===== src/rtl/uart_tx_fifo.sv =====
// uart_tx_fifo: byte FIFO with a drain FSM that feeds a UART transmitter via a write strobe / busy handshake.
// Define UART_TX_FIFO_OVF_EN to build the sticky overflow flag; otherwise ovf_o is tied low.
module uart_tx_fifo #(
  parameter int ADDR_W = 4
) (
  input  logic              sys_clk_i,
  input  logic              sys_rst_i,
  input  logic              fifo_wr_i,
  input  logic [7:0]        fifo_dat_i,
  output logic              fifo_full_o,
  output logic              fifo_empty_o,
  output logic [ADDR_W:0]   fifo_level_o,
  input  logic              uart_busy_i,
  output logic              uart_wr_o,
  output logic [7:0]        uart_dat_o,
  input  logic              ovf_clr_i,
  output logic              ovf_o
);

  localparam int DEPTH = 1 << ADDR_W;
  localparam int LVL_W = ADDR_W + 1;

  typedef enum logic [1:0] {
    IDLE,
    ISSUE,
    WAIT_BUSY,
    WAIT_DONE
  } state_t;

  state_t             state_q;
  state_t             state_d;
  logic [7:0]         mem [DEPTH];
  logic [ADDR_W-1:0]  wr_ptr;
  logic [ADDR_W-1:0]  rd_ptr;
  logic [ADDR_W:0]    level_q;
  logic               full;
  logic               empty;
  logic               push;
  logic               pop;
  logic               wr_q;
  logic [7:0]         dat_q;

  // Flags come from the registered level, so a push into an empty FIFO shows up one cycle later.
  assign full  = (level_q == LVL_W'(DEPTH));
  assign empty = (level_q == '0);

  // A push while full is dropped even if a pop happens in the same cycle.
  assign push = fifo_wr_i & ~full;
  // A byte leaves the FIFO only once the transmitter has shown it took the strobe.
  assign pop  = (state_q == WAIT_BUSY) & uart_busy_i;

  // NOTE: the storage array has no reset; stale contents are unreachable because level/pointers are reset.
  always_ff @(posedge sys_clk_i) begin
    if (push) begin
      mem[wr_ptr] <= fifo_dat_i;
    end
  end

  // NOTE: sequential state uses non-blocking assignments so every flop samples pre-edge values.
  always_ff @(posedge sys_clk_i or posedge sys_rst_i) begin
    if (sys_rst_i) begin
      wr_ptr  <= '0;
      rd_ptr  <= '0;
      level_q <= '0;
    end else begin
      if (push) begin
        wr_ptr <= wr_ptr + 1'b1;
      end
      if (pop) begin
        rd_ptr <= rd_ptr + 1'b1;
      end
      case ({push, pop})
        2'b10:   level_q <= level_q + 1'b1;
        2'b01:   level_q <= level_q - 1'b1;
        default: level_q <= level_q;
      endcase
    end
  end

  // NOTE: next-state gets its default first so no path through the case can infer a latch.
  always_comb begin
    state_d = state_q;
    case (state_q)
      IDLE: begin
        if (!empty && !uart_busy_i) begin
          state_d = ISSUE;
        end
      end
      ISSUE: begin
        state_d = WAIT_BUSY;
      end
      WAIT_BUSY: begin
        // No busy one cycle after the strobe means it was missed: resend the same byte.
        state_d = uart_busy_i ? WAIT_DONE : ISSUE;
      end
      WAIT_DONE: begin
        if (!uart_busy_i) begin
          state_d = IDLE;
        end
      end
      default: begin
        state_d = IDLE;
      end
    endcase
  end

  always_ff @(posedge sys_clk_i or posedge sys_rst_i) begin
    if (sys_rst_i) begin
      state_q <= IDLE;
      wr_q    <= 1'b0;
      dat_q   <= 8'h00;
    end else begin
      state_q <= state_d;
      wr_q    <= (state_d == ISSUE);
      // Data is captured only when leaving IDLE, so retries present the identical byte.
      if (state_q == IDLE && state_d == ISSUE) begin
        dat_q <= mem[rd_ptr];
      end
    end
  end

`ifdef UART_TX_FIFO_OVF_EN
  logic ovf_q;

  // Set has priority over clear so a drop in the clearing cycle is not lost.
  always_ff @(posedge sys_clk_i or posedge sys_rst_i) begin
    if (sys_rst_i) begin
      ovf_q <= 1'b0;
    end else if (fifo_wr_i && full) begin
      ovf_q <= 1'b1;
    end else if (ovf_clr_i) begin
      ovf_q <= 1'b0;
    end
  end

  assign ovf_o = ovf_q;
`else
  logic unused_ovf_clr;

  assign unused_ovf_clr = ovf_clr_i;
  assign ovf_o          = 1'b0;
`endif

  assign fifo_full_o  = full;
  assign fifo_empty_o = empty;
  assign fifo_level_o = level_q;
  assign uart_wr_o    = wr_q;
  assign uart_dat_o   = dat_q;

endmodule


===== config.mk =====
export PLATFORM = sky130hd
export DESIGN_NAME = uart_tx_fifo
export DESIGN_NICKNAME = d
export VERILOG_FILES = /design/src/rtl/uart_tx_fifo.sv
export SDC_FILE = /design/constraint.sdc
export NUM_CORES = 1
export LEC_CHECK = 0
export CORE_UTILIZATION = 62
export CTS_BUF_LIST = sky130_fd_sc_hd__clkbuf_4 sky130_fd_sc_hd__clkbuf_8
export DETAILED_ROUTE_END_ITERATION = 16
export PLACE_DENSITY = 0.93
export REMOVE_ABC_BUFFERS = 1
export SYNTH_ARGS = -nofsm -noshare
export SYNTH_HDL_FRONTEND = slang
export SYNTH_SLANG_ARGS = --single-unit

===== constraint.sdc =====
create_clock -name sys_clk_i -period 2.99 [get_ports sys_clk_i]
set_input_delay 0.4485 -clock sys_clk_i [delete_from_list [all_inputs] [get_ports sys_clk_i]]
set_output_delay 0.4485 -clock sys_clk_i [all_outputs]
set_load 0.02 [all_outputs]

==> metrics.txt, run 1 <==
commonest cells after routing, fill and taps aside 128 x edfxtp_1, 27 x clkdlybuf4s50_1, 23 x dfrtp_1, 23 x buf_4; family with the most delay on the worst path simple AND/OR/NAND/NOR gates; Vias 3,111; Setup Fix Bufs, Post-CTS 0; worst r2r src fifo_level_o[1]$_DFFE_PP0P_; synthesized area 0.00616 mm²; die width 102 µm; CTS tree yes; Reg clk slew, reported paths roughly 80 ps; DR WL/cell between 20 and 25 µm; Cells after Synth 323; worst path bufs/invs 1; P_leak 2.45 nW; RSZ-0062 raised after global routing no; synthesis warning total 0; share of layout cells above drive strength 1 ~22%; Peak Freq 0.368 GHz; vias in the first global route 3,131; startpoint types register; Final Hold Vio Count 0; setup_tns 0 ps; Post-synth ARST share between 10% and 20%; Worst Path Max Fanout 7; H-tree depth 4; PostCTS Resize Cnt 0; pwr dens 910 mW/mm²; cts bufs inserted 17; status finished, final reports clean; largest net degree at the start of global routing 34; final net count 395; worst min path class primary input to async pin; Core ar. 0.00968 mm²; Initial DRT Pass Iterations 5; WL final 11,400 µm; CP Class register to output pin; CP endpoint kind output pin; clock root cell clkbuf_8; clock buffer depth 2; Initial Utilization ~64%; Tot GR Track Use 24.4%; critical path cell sequence or4_4 > nor2_1 > clkdlybuf4s50_1; slew margin rel. 52.6%; Final Cycle Share 90.8%; Setup Viol. Count Final 0; vias per cell about 6; final cell count without fillers 520; DIE AREA 0.0103 mm²; Post-synth EDFFs 128; Worst Reg-to-Reg Cells 10; Top FF cell, synth edfxtp_1; Buffers on Ports 27; slowest cell on the critical path clkdlybuf4s50_1; Max Slew Vio Count 0; RR Endpoint fifo_level_o[2]$_DFFE_PP0P_; critical path's largest stage delay 620 ps; antenna violations before repair 0; Worst Max-Slew Pin Slew 712 ps; total grt overflow 0; Peak VDD IR 0.468 mV; gpl congestion ~0.83; Seq/Total Area, Yosys 72.1%; Netlist cell types 36; Ports 30; Detail Route Antenna Nets 0; global-route wire length before repair 17,300 µm; Clock Skew 8.18 ps; Filler cells 541; Worst Path Required 2540 ps; CTS Hold Bufs 0; Worst EP arrival 2270 ps; reg-to-reg slack, setup 410 ps; number of diodes 0; post-synthesis register bit count between 150 and 200; Mapped Avg Cell Area 19.1 µm²; most common cell after layout, fill and taps aside edfxtp_1; DRC viols 0; worst skew pair latency 430 ps; dpl cells 488; CTS sink count roughly 150; Initial DRC Count 270; row count 36; Maximum Capacitance Violations 0; post-detail-place hpwl 7420 µm; area grow syn2layout 14.6%; Final min period 2720 ps; die height 102 µm
## sequential cells by signal, summed over array words and instances, names as in the netlist
register,count
mem,128
wr_ptr,4
rd_ptr,4
uart_wr_o,1
uart_dat_o,8
state_q,2
fifo_level_o,5
## layer usage
metal	vias to the layer above	wire length [µm]	global-route usage (%)
met4	0	189	10.1
met2	118	5770	38.7
met5	-	0	0
li1	1402	-	-
met3	14	748	6.00
met1	1577	4670	32.9
## power by group
part | leakage, nW | switching [mW] | internal (mW)
sequential | 1.43 | 0.351 | 2.63
clock | 0.207 | 0.714 | 0.825
combinational | 0.814 | 0.933 | 0.972
## kinds of logic after synthesis
| kind of cell | after synthesis | share of synthesized area (%) |
|---|---|---|
| multiplexers | 42 | 14.6 |
| flip-flops | 152 | 72.1 |
| XOR/XNOR | 13 | 1.85 |
| adder cells (fa/ha/maj) | 8 | 1.62 |
| AND/OR/NAND/NOR | 42 | 3.35 |
| other | 1 | 0.0608 |
| buffers and inverters | 26 | 2.27 |
| AO/OA/AOI/OAI | 39 | 4.20 |
## metrics by stage
stage | util [%] | hold WS [ps] | power [mW] | setup slack, ps | area [µm²]
5_1_grt | 72.9 | 398 | 6.72 | 152 | 7060
3_3_place_gp | 68.8 | 490 | 4.81 | 496 | 6670
6_report | 72.9 | 376 | 6.43 | 274 | 7060
2_1_floorplan | - | 463 | 4.18 | 503 | 6050
4_1_cts | 72.9 | 356 | 6.45 | 242 | 7060
3_5_place_dp | 68.8 | 507 | 4.93 | 415 | 6670
## cells in the mapped netlist (all sizes together), types with 7 or more instances
library cell / number / area (µm²)
a21oi: 12 / 60.1
mux4: 32 / 785
inv: 8 / 30.0
ha: 8 / 100
o22ai: 16 / 100
edfxtp: 128 / 3840
dfrtp: 24 / 601
xnor2: 7 / 61.3
nor2: 17 / 63.8
buf: 13 / 88.8
mux2: 10 / 113
nand2: 8 / 30.0
## layout make-up
cell class              count  area, µm²  share of cell area [%]
clock inverters            14        158                    2.23
inverters                   8       30.0                   0.425
clock buffers              18        241                    3.42
repair buffers             50        443                    6.27
flip-flops and latches    152       4450                    62.9
well taps                 133        166                    2.36
multi-input cells         145       1580                    22.4
## worst max path at each step
| stage | start | to | slack (ps) | cells past startpoint |
|---|---|---|---|---|
| 6_report | fifo_level_o[0]$_DFFE_PP0P_ | fifo_empty_o | 270 | 3 |
| 5_1_grt | fifo_level_o[0]$_DFFE_PP0P_ | fifo_level_o[4]$_DFFE_PP0P_ | 150 | 10 |
| 3_3_place_gp | uart_busy_i | fifo_level_o[4]$_DFFE_PP0P_ | 500 | 10 |
| 3_5_place_dp | fifo_level_o[0]$_DFFE_PP0P_ | fifo_level_o[2]$_DFFE_PP0P_ | 410 | 10 |
| 4_1_cts | fifo_level_o[0]$_DFFE_PP0P_ | fifo_empty_o | 240 | 3 |
| 2_1_floorplan | fifo_level_o[1]$_DFFE_PP0P_ | fifo_level_o[4]$_DFFE_PP0P_ | 500 | 10 |
## worst min-delay path, stage by stage
cell,delay [ps]
clkdlybuf4s50_1,400
inv_1,50
buf_4,310
No activity file was read; power rests on OpenSTA's default activity.
==> run 2: changes to the inputs <==
--- a/config.mk
+++ b/config.mk
@@ -9,6 +9,7 @@
 export CTS_BUF_LIST = sky130_fd_sc_hd__clkbuf_4 sky130_fd_sc_hd__clkbuf_8
 export DETAILED_ROUTE_END_ITERATION = 16
 export PLACE_DENSITY = 0.93
+export RECOVER_POWER = 50
 export REMOVE_ABC_BUFFERS = 1
 export SYNTH_ARGS = -nofsm -noshare
 export SYNTH_HDL_FRONTEND = slang
==> constraint.sdc (replaced) <==
create_clock -name sys_clk_i -period 2.7 [get_ports sys_clk_i]
set_input_delay 0.405 -clock sys_clk_i [delete_from_list [all_inputs] [get_ports sys_clk_i]]
set_output_delay 0.405 -clock sys_clk_i [all_outputs]
set_load 0.02 [all_outputs]
==> run 2 against run 1 <==
  * Sequential share of layout area grew 0.11 points
  * Sequential power grew 10%
  * Largest power group unchanged
  * Utilization shrank 0.14 points
  * Wire length is 3.1% higher
  * Flip-flop and latch count did not move
  * Critical endpoint unchanged
  * Hold slack improved by 45 ps
  * First-iteration DRC count up 14%
  * Die area is the same
==> metrics.txt, run 2 (synthesized netlist as in run 1, its figures left out) <==
Critical Path Source fifo_level_o[1]$_DFFE_PP0P_; Final min period 2500 ps; critical path's largest stage delay around 660 ps; final cell count without fillers 519; slew margin rel. between 30% and 40%; Initial DRT Pass Iterations 6; Clock Skew between 7 and 8 ps; CTS Hold Bufs 0; Levels on crit path 3; die width 102 µm; worst path bufs/invs 1; CP Class register to output pin; Tot GR Track Use between 20% and 30%; RR Endpoint uart_dat_o[5]$_DFFE_PP0P_; CP Capture Point fifo_empty_o; Final Cycle Share 92.5%; CP endpoint kind output pin; family with the most delay on the worst path simple AND/OR/NAND/NOR gates; status finished, final reports clean; global-route wire length before repair 17,700 µm; worst skew pair latency 430 ps; slowest cell on the critical path or4_1; number of diodes 0; Worst Path Required about 2300 ps; largest net degree at the start of global routing 34; total grt overflow 0; Initial Utilization 63.7%; final worst setup slack 203 ps; Detail Route Antenna Nets 0; Initial DRC Count 309; Max Slew Vio Count 0; share of layout cells above drive strength 1 19.9%; setup_tns 0 ps; commonest cells after routing, fill and taps aside 128 x edfxtp_1, 24 x dfrtp_1, 19 x buf_4; worst min path class primary input to async pin; Ports 30; vias in the first global route ~3,200; critical path cell sequence or4_1 > nor2_1 > dlygate4sd2_1; Peak VDD IR 0.453 mV; die height between 100 and 150 µm; clock buffer depth 2; Reg clk slew, reported paths 80 ps; Worst Max-Slew Pin Slew 1020 ps; post-layout instance area 0.00705 mm²; pre-CTS setup slack 185 ps; H-tree depth 4; max reg flops 128; DR WL/cell 22.6 µm; WL final ~12,000 µm; Setup Fix Bufs, Post-CTS 0; row count 36; Worst Reg-to-Reg Cells 4; Worst Path Max Fanout 9; P_leak 2.46 nW; DIE AREA 0.0103 mm²; pwr dens just over 1000 mW/mm²; antenna violations before repair 0; Worst EP arrival approximately 2100 ps; Buffers on Ports 27; Util after Layout 72.8%; Core ar. 0.00968 mm²; DRC viols 0; most flop-heavy register mem; CTS sink count 152; RSZ-0062 raised after global routing no; Peak Freq roughly 0.40 GHz; Maximum Capacitance Violations 0; area grow syn2layout 14.4%; Filler cells 535; Final Hold Vio Count 0; gpl congestion 0.824; reg-to-reg slack, setup 230 ps; Vias approximately 3,200; Area after DPL around 0.0067 mm²; post-detail-place hpwl 7570 µm; worst r2r src rd_ptr[1]$_DFFE_PP0P_; dpl cells 487; Setup Viol. Count Final 0; final net count roughly 400; clock root cell clkbuf_8; vias per cell 6.14; most common cell after layout, fill and taps aside edfxtp_1; cts bufs inserted 17; CTS tree yes; startpoint types register
-- run 2: changes by cell type in the layout (fill, tap and decap cells not counted), sizes merged --
cell,previous run,this run
dlygate4sd2,0,1
dlymetal6s2s,0,1
clkinv,10,8
clkdlybuf4s50,27,15
clkbuf,18,22
buf,23,20
dlygate4sd3,0,10
-- run 2: cell type report --
type | instances | area [µm²] | share of cell area, %
repair buffers | 49 | 442 | 6.26
well taps | 133 | 166 | 2.36
flip-flops and latches | 152 | 4440 | 63.0
multi-input cells | 145 | 1580 | 22.4
clock inverters | 12 | 133 | 1.88
inverters | 8 | 30.0 | 0.426
clock buffers | 20 | 256 | 3.64
-- run 2: how the worst min path moves through the flow --
stage | start | endpoint | slack, ps | cells past startpoint
floorplan | sys_rst_i | fifo_level_o[0]$_DFFE_PP0P_ | 420 | 1
global placement | state_q[0]$_DFF_PP0_ | state_q[0]$_DFF_PP0_ | 490 | 1
detailed placement | state_q[0]$_DFF_PP0_ | state_q[0]$_DFF_PP0_ | 510 | 1
CTS | sys_rst_i | fifo_level_o[4]$_DFFE_PP0P_ | 290 | 2
global route | sys_rst_i | fifo_level_o[4]$_DFFE_PP0P_ | 440 | 2
finish | sys_rst_i | fifo_level_o[4]$_DFFE_PP0P_ | 420 | 2
-- run 2: routing by layer --
layer | wire (µm) | part of all wire [%] | GRT usage (%)
met1 | 4660 | 40 | 33.3
met2 | 6130 | 52 | 40.6
met3 | 712 | 6.1 | 5.31
met5 | 0 | 0 | 0
met4 | 240 | 2.0 | 11.8
-- run 2: where the power goes --
part | total, mW | leakage (nW) | internal, mW | switching (mW)
Sequential | 3.29 | 1.43 | 2.91 | 0.371
Clock | 1.68 | 0.200 | 0.924 | 0.751
Combinational | 2.15 | 0.829 | 1.07 | 1.08
Total | 7.11 | 2.46 | 4.91 | 2.20
-- run 2: timing repair --
action,CTS,global route
resized for setup,1,2
gates cloned,0,0
endpoints found under the setup margin,1,2
endpoints found under the hold margin,0,0
-- run 2: through the flow --
| stage | power [mW] | hold slack (ps) |
|---|---|---|
| floorplan | 4.63 | 420 |
| global placement | 5.34 | 487 |
| detailed placement | 5.47 | 511 |
| CTS | 7.14 | 286 |
| global route | 7.42 | 439 |
| finish | 7.11 | 420 |
